--- src/rtl/serial_adder.sv ---
// Bit-serial WIDTH-bit adder: one bit pair per clock, LSB first, registered carry loop.
// Optional signed-overflow output enabled by defining SERIAL_ADDER_OVF_EN.
module serial_adder #(
    parameter int unsigned WIDTH = 32
) (
    input  logic             clk,
    input  logic             rst,
    input  logic             start,
    input  logic [WIDTH-1:0] a,
    input  logic [WIDTH-1:0] b,
    input  logic             cin,
    output logic             busy,
    output logic             done,
    output logic [WIDTH-1:0] sum,
    output logic             cout
`ifdef SERIAL_ADDER_OVF_EN
    ,
    output logic             ovf
`endif
);

    localparam int unsigned CNT_W = $clog2(WIDTH + 1);
    localparam logic [CNT_W-1:0] LAST_BIT = CNT_W'(WIDTH - 1);

    typedef enum logic {
        IDLE = 1'b0,
        RUN  = 1'b1
    } state_t;

    state_t           state;
    logic [WIDTH-1:0] a_sr;
    logic [WIDTH-1:0] b_sr;
    logic [WIDTH-1:0] sum_sr;
    logic [WIDTH-1:0] sum_sr_next;
    logic             carry;
    logic [CNT_W-1:0] cnt;

    logic fa_a;
    logic fa_b;
    logic fa_s;
    logic fa_co;

    // Single full-adder cell plus the sum-register shift that feeds the completion copy.
    always_comb begin
        fa_a        = a_sr[0];
        fa_b        = b_sr[0];
        fa_s        = fa_a ^ fa_b ^ carry;
        fa_co       = (fa_a & fa_b) | (carry & (fa_a ^ fa_b));
        sum_sr_next = (sum_sr >> 1) | (WIDTH'(fa_s) << (WIDTH - 1));
    end

    always_ff @(posedge clk) begin
        if (rst) begin
            state  <= IDLE;
            a_sr   <= '0;
            b_sr   <= '0;
            sum_sr <= '0;
            carry  <= 1'b0;
            cnt    <= '0;
            busy   <= 1'b0;
            done   <= 1'b0;
            sum    <= '0;
            cout   <= 1'b0;
`ifdef SERIAL_ADDER_OVF_EN
            ovf    <= 1'b0;
`endif
        end else begin
            done <= 1'b0;
            case (state)
                IDLE: begin
                    if (start) begin
                        a_sr   <= a;
                        b_sr   <= b;
                        carry  <= cin;
                        sum_sr <= '0;
                        cnt    <= '0;
                        busy   <= 1'b1;
                        state  <= RUN;
                    end
                end
                RUN: begin
                    a_sr   <= a_sr >> 1;
                    b_sr   <= b_sr >> 1;
                    sum_sr <= sum_sr_next;
                    carry  <= fa_co;
                    cnt    <= cnt + CNT_W'(1);
                    // Last bit: publish results; carry still holds the carry into the MSB.
                    if (cnt == LAST_BIT) begin
                        sum   <= sum_sr_next;
                        cout  <= fa_co;
`ifdef SERIAL_ADDER_OVF_EN
                        ovf   <= carry ^ fa_co;
`endif
                        done  <= 1'b1;
                        busy  <= 1'b0;
                        state <= IDLE;
                    end
                end
                default: state <= IDLE;
            endcase
        end
    end

endmodule
--- config.mk ---
export PLATFORM = sky130hd
export DESIGN_NAME = serial_adder
export DESIGN_NICKNAME = d
export VERILOG_FILES = /design/src/rtl/serial_adder.sv
export SDC_FILE = /design/constraint.sdc
export NUM_CORES = 1
export LEC_CHECK = 0
export CORE_MARGIN = 1.5
export CORE_UTILIZATION = 25
export CTS_CLUSTER_DIAMETER = 200
export CTS_CLUSTER_SIZE = 10
export DETAILED_ROUTE_END_ITERATION = 10
export GPL_TIMING_DRIVEN = 0
export REMOVE_ABC_BUFFERS = 1
export SLEW_MARGIN = 5
export SYNTH_ARGS = -nofsm -noshare
export SYNTH_HDL_FRONTEND = slang
export SYNTH_SLANG_ARGS = --single-unit
export TNS_END_PERCENT = 100
--- constraint.sdc ---
create_clock -name clk -period 1.55 [get_ports clk]
set_input_delay 0.2325 -clock clk [delete_from_list [all_inputs] [get_ports clk]]
set_output_delay 0.2325 -clock clk [all_outputs]
set_load 0.05 [all_outputs]
==> impl_metrics.ini <==
[outcome]
status = complete, no violations

[critical_path]
cp_slowest_cell = dlygate4sd2_1
required_ns = 1.32
start_kind = register
crit_path_max_fanout = 2
critPathKind = reg2out
path_delay_family = buffers and inverters
critPathBufInv = 1
critPathMaxStageDelay_ns = 0.53
arrival_ns = 1.27
crit_path_end_kind = output pin
path_cells = dlygate4sd2_1

[place]
dp.cells = 986
io_buffers = 102
globalplace.congestion = 0.668
post-dp-hpwl_mm = 7.49
pre_cts_ws_ns = -0.560

[synth]
syn_area_per_cell_sq_um = 10.1
synth_top_area_share = 0.450
synth.largest_area_cell = dfxtp_1
synthFlopType = dfxtp_1
synth_cell_type_count = 23
synth-seq-cells = 138
synth_cells = 605
synth-edff-count = 0
synthTopCellsByCount = 138 x dfxtp_1, 101 x nor2_1, 99 x mux2i_1
yosysSeqAreaShare = 0.450
async_reset_ff_frac = 0
yosys-top-cells-area = dfxtp_1 45%, mux2i_1 16%, mux2_2 12%, nand2b_1 6.7%, nor2_1 6.2%
yosysWarnings = 0
synth.most_common_cell = dfxtp_1
syn-cell-area_sq_mm = 0.00614

[clock_network]
cts_root_buf = clkbuf_16
hold_buffers = 0
clk_latency_ns = 0.41
cts.sinks = 138
clockBufferDepth = 2
cts_tree = yes
cts_buffers = 17
htreeDepth = 4
clk_pin_slew_ns = 0.06

[hold_path]
hold_class = in2reg

[global_routing]
grt_pass1_vias = 4248
grt_first_pass_wirelength_mm = 21.8
grt_overflow = 0
track_usage = 0.106
antenna_found_initial = 0
grt_max_degree = 95

[sta]
final.min_clock_period_ns = 1.50
worstMarginPinSlew_ns = 0.594
finalMaxSlewViolations = 0
max-slew-margin-rel = 0.604
finalSetupViolCount = 0
fin_skew_ns = 0.0116
final_hold_viol_count = 0
fin_ws_ns = 0.0464
rsz0062_at_grt = false
setup_tns_ns = 0
fmax_ghz = 0.665
post-route-period-util = 0.970

[detailed_routing]
drt_wl_total_mm = 12.8
firstDrtPassIters = 4
drc_errors = 0
via_count = 4336
drt_iter0_markers = 194
ant_nets = 0
detail_route.wl_per_cell_um = 12.5
post_drt_via_cell_ratio = 4.23

[finish]
nFillCells = 2440
areaGrowthSynthToFinish_pct = 32.3
multiInputGateArea_sq_mm = 0.00311
final_util = 0.336
drive_above_1_share = 0.177
antenna_cells = 0
final_cells = 1026
regArea_sq_mm = 0.00277
nets = 759

[power]
ir_worst_vdd_uv = 597
finalPower_mw = 8.80
power_density_mw_per_mm2 = 1080
p_leak_nw = 3.02

[floorplanning]
core.rowCount = 57
core_area_sq_mm = 0.0242
start_util = 0.254
die_h_um = 160
fp.dieW_um = 160
die-area_sq_mm = 0.0255
ios = 103

[flow_run]
drv_cap = 0
-- path summary, 6_finish.rpt --
check	slack, ns	cells after the start	endpoint	startpoint
setup / recovery	0.05	1	sum[8]	sum[8]
hold / removal	0.25	2	b_sr[10]	rst
setup reg to reg	0.07	5	sum[18]	state
hold reg to reg	0.47	2	sum[24]	sum[24]
-- where the power goes --
group | internal (mW) | switching, mW | total [mW] | leakage [nW]
clock network | 2.58 | 1.64 | 4.23 | 0.293
registers | 3.67 | 0.0635 | 3.73 | 1.12
logic | 0.493 | 0.352 | 0.845 | 1.60
-- flip-flops by register name, indices dropped and copies added (netlist names) --
signal and flops:
done 1, cnt 6, busy 1, cout 1, b_sr 32, carry 1, sum 32, state 1
sum_sr 31, a_sr 32
-- per-stage QoR --
stage	instance area, sq um	hold slack (ns)
2_1_floorplan	5840	0.302
3_3_place_gp	7270	0.456
3_5_place_dp	7380	0.461
4_1_cts	8110	0.258
5_1_grt	8120	0.274
6_report	8120	0.247
-- logic make-up (layout without fill, tap and decap cells) --
family,after synthesis,count (layout),share of synthesized area
AND/OR/NAND/NOR,213,214,0.185
buffers and inverters,50,146,0.0483
AO/OA/AOI/OAI,39,39,0.0326
multiplexers,163,163,0.279
flip-flops,138,138,0.450
adder cells (fa/ha/maj),2,2,0.00530
-- layout make-up --
cell class              count  share of cell area
inverters                   1            0.000462
well taps                 324              0.0499
clock buffers              18              0.0541
clock inverters            14              0.0211
multi-input cells         418               0.382
flip-flops and latches    138               0.341
repair buffers            113               0.151
-- layer usage --
layer  routed length [um]  vias to the layer above  GRT usage
li1                     -                     2226          -
met1                 6100                     2011      0.132
met2                 5790                       90      0.168
met3                  780                        9     0.0408
met4                  122                        0     0.0322
met5                    0                        -          0
-- placed cells by master (no fill, tap or decap), types with 2 or more instances in the layout --
cell type        synthesis  layout
clkinv_2                 0       3
bufinv_16                0       3
mux2_2                  64      64
nor2_1                 101     101
inv_6                    0       2
clkbuf_16                0      17
a21oi_1                 36      36
nor3b_1                 33      33
nand2b_1                66      66
a211oi_1                 2       2
mux2i_1                 99      99
dfxtp_1                138     136
clkdlybuf4s50_1          0      65
buf_4                    4       3
buf_12                   4       3
nand3_1                  3       3
and3b_4                  1       2
nor2b_1                  2       2
clkdlybuf4s15_1          0      20
nor3_2                   2       2
clkinv_4                 0       3
nor3_1                   3       3
buf_16                   0       4
clkbuf_2                 0       6
clkinvlp_4               0       3
bufbuf_16                0       2
dlygate4sd2_1            0       9
-- repair_timing --
item / 4_1_cts / 5_1_grt
cloned: 3 / 0
resized for setup: 43 / 30
endpoints found under the setup margin: 71 / 59
setup buffers: 5 / 0
endpoints found under the hold margin: 0 / 0
Power figures use the tool's default switching activity.
